<file path="config.mk">
export PLATFORM = sky130hd
export DESIGN_NAME = fp_comp_flat
export DESIGN_NICKNAME = d
export VERILOG_FILES = /design/src/rtl/fp_pkg.sv /design/src/rtl/fp_comp_if.sv /design/src/rtl/fp_classify.sv /design/src/rtl/fp_comp.sv /design/src/flat_wrapper.sv
export SDC_FILE = /design/constraint.sdc
export NUM_CORES = 1
export LEC_CHECK = 0
export ABC_AREA = 1
export BUFFER_PORTS_ARGS = -buffer_cell sky130_fd_sc_hd__buf_2
export CELL_PAD_IN_SITES_DETAIL_PLACEMENT = 1
export CELL_PAD_IN_SITES_GLOBAL_PLACEMENT = 1
export CORE_ASPECT_RATIO = 0.8
export CORE_UTILIZATION = 26
export CTS_CLUSTER_DIAMETER = 60
export DETAILED_ROUTE_END_ITERATION = 16
export HOLD_SLACK_MARGIN = 0.06
export PLACE_DENSITY = 0.77
export SLEW_MARGIN = 5
export SYNTH_ARGS = -nofsm -noshare
export SYNTH_HDL_FRONTEND = slang
export SYNTH_SLANG_ARGS = --single-unit
</file>
<file path="constraint.sdc">
create_clock -name clk -period 1.6 [get_ports clk]
set_clock_uncertainty 0.1 [all_clocks]
set_input_delay 0.08 -clock clk [delete_from_list [all_inputs] [get_ports clk]]
set_output_delay 0.08 -clock clk [all_outputs]
set_load 0.05 [all_outputs]
</file>
<file path="src/rtl/fp_pkg.sv">
// Shared binary32 field layout and compare-outcome encoding for the fp_comp block.
package fp_pkg;

  localparam int FP_W  = 32;
  localparam int EXP_W = 8;
  localparam int MAN_W = 23;
  localparam logic [EXP_W-1:0] EXP_MAX = 8'hFF;

  typedef struct packed {
    logic             sign;
    logic [EXP_W-1:0] exp;
    logic [MAN_W-1:0] man;
  } fp_t;

  // Bit 1 is geq, bit 0 is leq, so the enum value drives the flags directly.
  typedef enum logic [1:0] {
    CMP_UNORD   = 2'b00,
    CMP_LESS    = 2'b01,
    CMP_GREATER = 2'b10,
    CMP_EQUAL   = 2'b11
  } cmp_e;

endpackage

</file>
<file path="src/rtl/fp_comp_if.sv">
// Operand/result bundle for fp_comp. There is no handshake: every clock edge
// samples one operand pair, and the flags for it are valid one edge later.
interface fp_comp_if
  import fp_pkg::*;
  ();

  logic [FP_W-1:0] dataa;
  logic [FP_W-1:0] datab;
  logic            geq;
  logic            leq;

  modport master (output dataa, output datab, input geq, input leq);
  modport slave  (input dataa, input datab, output geq, output leq);

endinterface

</file>
<file path="src/rtl/fp_classify.sv">
// Splits one binary32 word into its class flags, sign and 31-bit magnitude.
module fp_classify
  import fp_pkg::*;
  (
    input  logic [FP_W-1:0] word,
    output logic            is_zero,
    output logic            is_nan,
    output logic            is_inf,
    output logic            sign,
    output logic [FP_W-2:0] mag
  );

  fp_t f;

  assign f       = word;
  assign is_zero = (f.exp == '0) && (f.man == '0);
  assign is_nan  = (f.exp == EXP_MAX) && (f.man != '0);
  assign is_inf  = (f.exp == EXP_MAX) && (f.man == '0);
  assign sign    = f.sign;
  // Exponent above mantissa makes the raw bits order like the magnitude, denormals included.
  assign mag     = {f.exp, f.man};

endmodule

</file>
<file path="src/rtl/fp_comp.sv">
// Registered three-way binary32 compare: {geq,leq} = 11 equal, 10 greater,
// 01 less, 00 unordered.
module fp_comp
  import fp_pkg::*;
  (
    input  logic      clk,
    input  logic      reset,
    fp_comp_if.slave  bus
  );

  logic            a_zero, a_nan, a_inf, a_sign;
  logic            b_zero, b_nan, b_inf, b_sign;
  logic [FP_W-2:0] a_mag, b_mag;

  logic mag_gt;
  logic mag_eq;
  cmp_e cmp;
  cmp_e res_q;

  fp_classify u_class_a (
    .word    (bus.dataa),
    .is_zero (a_zero),
    .is_nan  (a_nan),
    .is_inf  (a_inf),
    .sign    (a_sign),
    .mag     (a_mag)
  );

  fp_classify u_class_b (
    .word    (bus.datab),
    .is_zero (b_zero),
    .is_nan  (b_nan),
    .is_inf  (b_inf),
    .sign    (b_sign),
    .mag     (b_mag)
  );

  // Infinity wins any magnitude contest except against another infinity.
  always_comb begin
    mag_eq = (a_mag == b_mag);
    mag_gt = 1'b0;
    if (a_inf) begin
      mag_gt = !b_inf;
    end else if (!b_inf) begin
      mag_gt = (a_mag > b_mag);
    end
  end

  always_comb begin
    cmp = CMP_UNORD;
    if (a_nan || b_nan) begin
      cmp = CMP_UNORD;
    end else if (a_zero && b_zero) begin
      cmp = CMP_EQUAL;
    end else if (a_sign != b_sign) begin
      cmp = a_sign ? CMP_LESS : CMP_GREATER;
    end else if (mag_eq) begin
      cmp = CMP_EQUAL;
    end else if (mag_gt ^ a_sign) begin
      // Negative operands invert the magnitude ordering.
      cmp = CMP_GREATER;
    end else begin
      cmp = CMP_LESS;
    end
  end

  always_ff @(posedge clk) begin
    if (reset) begin
      res_q <= CMP_UNORD;
    end else begin
      res_q <= cmp;
    end
  end

  assign bus.geq = res_q[1];
  assign bus.leq = res_q[0];

endmodule

</file>
<file path="src/flat_wrapper.sv">
// flat-port wrapper written by rule: the top's interface ports become plain ports
module fp_comp_flat import fp_pkg::*;
  (clk, reset, bus_dataa, bus_datab, bus_geq, bus_leq);
  fp_comp_if bus_i ();
  input  logic clk;
  input  logic reset;
  input wire logic [$bits(bus_i.dataa)-1:0] bus_dataa;
  input wire logic [$bits(bus_i.datab)-1:0] bus_datab;
  output wire logic [$bits(bus_i.geq)-1:0] bus_geq;
  output wire logic [$bits(bus_i.leq)-1:0] bus_leq;
  assign bus_i.dataa = bus_dataa;
  assign bus_i.datab = bus_datab;
  assign bus_geq = bus_i.geq;
  assign bus_leq = bus_i.leq;
  fp_comp u_core (.clk(clk), .reset(reset), .bus(bus_i));
endmodule
</file>
======== Yosys cells after proc, flatten, opt, wreduce, memory -nomap -nowiden ========
Cells that the tools add are included.
cells by class
  add/sub/neg operators ................... 0
  multipliers ............................. 0
  div/mod/pow operators ................... 0
  order comparisons ....................... 1
  eq/ne operators ......................... 4
  shifts and indexed selects .............. 0
  multiplexer cells ....................... 7
  bitwise operators ....................... 1
  reduce and logical (&&, ||, !) cells .... 16
operators by type and width
  kind                                   count
  zero test 23 bit                       2
  nonzero test 23 bit                    2
  == test 31 bit                         1
  > comparator 31 bit                    1
  == test 8 bit (second input constant)  2
  zero test 8 bit                        2
  2-to-1 mux 2 bit                       5
  logical AND 1 bit                      7
  2-to-1 mux 1 bit                       2
  OR reduction 2 bit                     1
  zero test 1 bit                        1
  logical OR 1 bit                       1
  inequality test 1 bit                  1
  XOR 1 bit                              1
storage, ports and cells
  register bits after elaboration ......... 2
  latch bits .............................. 0
  memory bits (writable) .................. 0
  memory bits (read-only) ................. 0
  input port bits ......................... 66
  output and inout bits ................... 2
  logic and storage cells ................. 30
  memories kept ........................... 0

======== Depth between registers and ports, before layout ========
  depth after elaboration ................. 9
  depth in mapped cells ................... 18
  mapped depth without buffers ............ 18

======== By module ========
A second synthesis with hierarchy kept.
second synthesis, totals
  cells, all modules ...................... 318
  area, all modules ....................... 1828.0 sq um
by module, submodules not included
  module       instances  cells each  area an instance (sq um)  sequential area each (sq um)
  fp_comp      1          182         1062.3                    40.0
  fp_classify  2          68          382.9                     0.0

======== Least setup slack after synthesis ========
No wires, ideal clock.
  kind .................................... input -> register
  start point ............................. input port bus_datab[26]
  end point ............................... register u_core.res_q[0]
  library setup time ...................... 117 ps
  arrival ................................. 1300 ps
  required time ........................... 1383 ps
  slack ................................... 84 ps
  stages .................................. 14
  path buffers ............................ 0
  path through ............................ inv_1 ha_1 nand2_1 nor3_1 and2_1 nand2_1 nand2_1 nand2_1 nand2_2 nand2_2 nand2_1 nand3_1 nand2_1 a21oi_1
between the ends
  word-level cells in the longest chain between the ends .. 9
  elaborated cells on any way between the ends .. 18
  classes of those cells .................. order compare: 1; eq/ne: 2; mux: 6; bitwise: 1; reduce/logical: 8
RTL lines
  item                                                         RTL line           RTL
  start: declaration                                           flat_wrapper.sv:8  input wire logic [$bits(bus_i.datab)-1:0] bus_datab;
  branches (longest 9 deep; another with > comparator 31 bit)  --
  end signal: assignment                                       fp_comp.sv:71      res_q <= cmp;
  end: declaration                                             fp_comp.sv:18      cmp_e res_q;
Parallel ways; which one is timed is not known.
A chain may end at the register's enable or synchronous reset.

======== Final worst setup path ========
  start point ............................. input port bus_datab[18]
  end point ............................... register u_core.res_q[1]
between the ends
  word-level cells in the longest chain between the ends .. 9
  elaborated cells on any way between the ends .. 18
  classes of those cells .................. order compare: 1; eq/ne: 1; mux: 6; bitwise: 1; reduce/logical: 9
RTL lines
  item
  branches (longest 9 deep; another with > comparator 31 bit)
Parallel ways; which one is timed is not known.

==> summary.txt <==
Status
  • Status: complete, but fails checks
  • Violated checks: setup timing

Setup path
  • CP Max Fanout: 3
  • CP startpoint: bus_datab[18]
  • CP Depth: 16
  • WP buf/inv: 2
  • Critical path arrival: 1670 ps
  • Crit path cell chain: buf_2 -> inv_2 -> ha_4 -> a21oi_1 -> nand2_1 -> nand2_1 -> nand2_1 -> a21oi_2 -> nand2_1 -> nand2_1 -> nand2_2 -> nand2_2 -> nand2_1 -> nand3_1 -> nand2_1 -> a21oi_2
  • Crit path to: u_core.res_q[1]
  • Startpoint types: input pin
  • CP most frequent cell: nand2_1
  • Critical path class: input pin to flip-flop
  • WP data required: 1640 ps
  • CP endpoint kind: flip-flop
  • Kind of cell adding the most delay to the critical path: simple AND/OR/NAND/NOR gates
  • Crit-path max cell delay: 220 ps
  • Slowest CP cell: ha_4

Cells and area
  • Final Core Density: 54.9%
  • Number of flip-flops in the largest register: 2
  • Share of cells above drive strength 1: 57.7%
  • Biggest regs: u_core.res_q x2
  • P&R area growth vs syn: 99.9%
  • Final Cell Area: 2570 sq um
  • Largest reg by FF count: u_core.res_q
  • Diodes inserted: 0
  • Final nets: 437

Timing
  • Hold Vio Cnt, Final: 0
  • Setup ws final: -22.4 ps
  • Slew Viols, Final: 0
  • Min cycle time layout: 1620 ps
  • Unrepaired setup endpoints after global routing: yes
  • Max-slew headroom: 70.7%
  • Fmax: 0.616 GHz
  • Final setup violation count: 1
  • Share of the clock period used by the worst path after layout: 101%
  • Pin slew with the least headroom to its limit: 436 ps

Synthesis
  • Top FF cell, synth: dfxtp_1
  • Adder-Cell Fraction of Synth Area: 30.2%
  • Yosys warns: 0
  • Post-synth EDFFs: 0
  • Mapped Nets: 316
  • Main combinational cell family by area after synthesis: simple AND/OR/NAND/NOR gates
  • Complex-gate fraction of the synthesized area: 6.42%
  • Netlist Area Pre-Place: 1290 sq um
  • Multiplexer area fraction after synthesis: 0%
  • Register bit count reported by yosys: 2
  • Dominant cells by area after synthesis: ha_1 30%, nand2_1 16%, inv_1 11%
  • Post-synth ARST share: 0%
  • Synth top area share: 30.2%
  • Simple-Gate Fraction of Synth Area: 45.7%
  • Sequential share of the synthesized area: 3.11%
  • Mapped Cells: 219
  • Synth unique cells: 23
  • Post-Synth XOR/XNOR Area: 0%
  • Top cells by count, synth: 54 x nand2_1, 39 x inv_1, 31 x ha_1
  • Dominant cell type by area after synthesis: ha_1
  • Avg Cell Area, Syn: 5.87 sq um
  • Top-count cell post-synth: nand2_1

Route
  • Final ANT Viol Nets: 0
  • Initial drt markers: 31
  • Pre-Repair DR Iteration Count: 4
  • Final WL: 6.30 mm
  • DRC violations left: 0
  • Vias/cell: 4.96
  • DR WL/cell: 15.8 microns
  • Via count: 1973

Clock tree
  • Reg clk slew, reported paths: 30 ps
  • H-tree depth: 1
  • CTS tree: yes
  • Number of buffers on the longest clock path: 2
  • Hold_buf cts: 0
  • Clock buffer count from CTS: 3
  • Root Buffer: clkbuf_8
  • CTS sink count: 2

Global routing
  • Total gr overflow: 0
  • Largest net degree at the start of global routing: 6
  • First-pass GRT wire length: 7.94 mm
  • Global-route total usage across every layer: 19.3%
  • Number of global-route vias before repair: 1871
  • Initial antenna violation count: 0

Floorplan
  • Rows: 22
  • Die W: 80.6 microns
  • Core area: 4680 sq um
  • Die Ht: 64.9 microns
  • Num ports: 68
  • Effective utilization at floorplan: 27.5%
  • Die ar.: 5230 sq um

Flow run
  • Max-cap violations: 0

Place
  • Dpl hpwl: 4.58 mm
  • Port bufs: 67
  • GPL Wtd Cong: 0.831
  • DP Area: 2010 sq um

Min path
  • Min-delay worst type: input pin to flip-flop
  • HP Start: reset

Power
  • Power Density: 375 nW/um^2
  • Total power: 0.963 mW
  • P_leak: 1.32 nW
  • Maximum VDD drop: 0.000293 V
==> area by class of cell <==
class | instances | area, sq um
flip-flops and latches | 2 | 40.0
multi-input cells | 167 | 1490
repair buffers | 116 | 731
inverters | 50 | 190
fillers | 618 | 2110
clock buffers | 3 | 41.3
well taps | 60 | 75.1
==> how the worst min path moves through the flow <==
stage,endpoint,slack [ps],cells past startpoint
2_1_floorplan,u_core.res_q[0],150,3
4_1_cts,u_core.res_q[0],70,4
5_1_grt,u_core.res_q[1],100,4
6_report,u_core.res_q[1],70,4
3_5_place_dp,u_core.res_q[0],290,4
3_3_place_gp,u_core.res_q[0],280,4
==> stage by stage <==
stage | worst slack (ps) | setup TNS, ps | std cells | hold slack, ps
after floorplan | 83.6 | 0 | 219 | 147
after global placement | -208 | -414 | 388 | 279
after detailed placement | -253 | -496 | 388 | 289
after CTS | 2.20 | 0 | 391 | 65.3
after global routing | -150 | -257 | 398 | 105
final | -22.4 | -22.4 | 398 | 74.4
==> routing by layer <==
layer | vias to the layer above | wire length [microns] | share of wire [%] | GRT usage (%)
li1 | 957 | - | - | -
met1 | 922 | 2540 | 40 | 23.6
met2 | 76 | 3270 | 52 | 38.0
met3 | 18 | 299 | 4.7 | 1.83
met4 | 0 | 190 | 3.0 | 0.223
met5 | - | 0 | 0 | 0
==> cell families after synthesis <==
group / count (synthesis)
flip-flops: 2
adder cells (fa/ha/maj): 31
buffers and inverters: 50
AND/OR/NAND/NOR: 121
AO/OA/AOI/OAI: 15
==> where the power goes <==
part	switching [mW]	internal, mW	total (mW)
Sequential	0.000885	0.0548	0.0556
Combinational	0.361	0.346	0.707
Clock	0.0407	0.159	0.200
Total	0.403	0.560	0.963
==> cell usage in the layout (no fill, tap or decap), types with 9 or more instances in the layout <==
cell type and n:
buf_2 62, buf_4 50, nand2_1 43, inv_1 28
ha_4 24, inv_2 21, nor2_1 18, nand4_1 12
nand2_2 9
==> repair_timing <==
action / 4_1_cts / 5_1_grt
setup endpoints to repair: 2 / 2
cloned: 0 / 0
pin swaps: 1 / 43
endpoints found under the hold margin: 0 / 0
setup buffers: 0 / 7
gates resized for setup: 3 / 72
No activity file was read; power rests on OpenSTA's default activity.
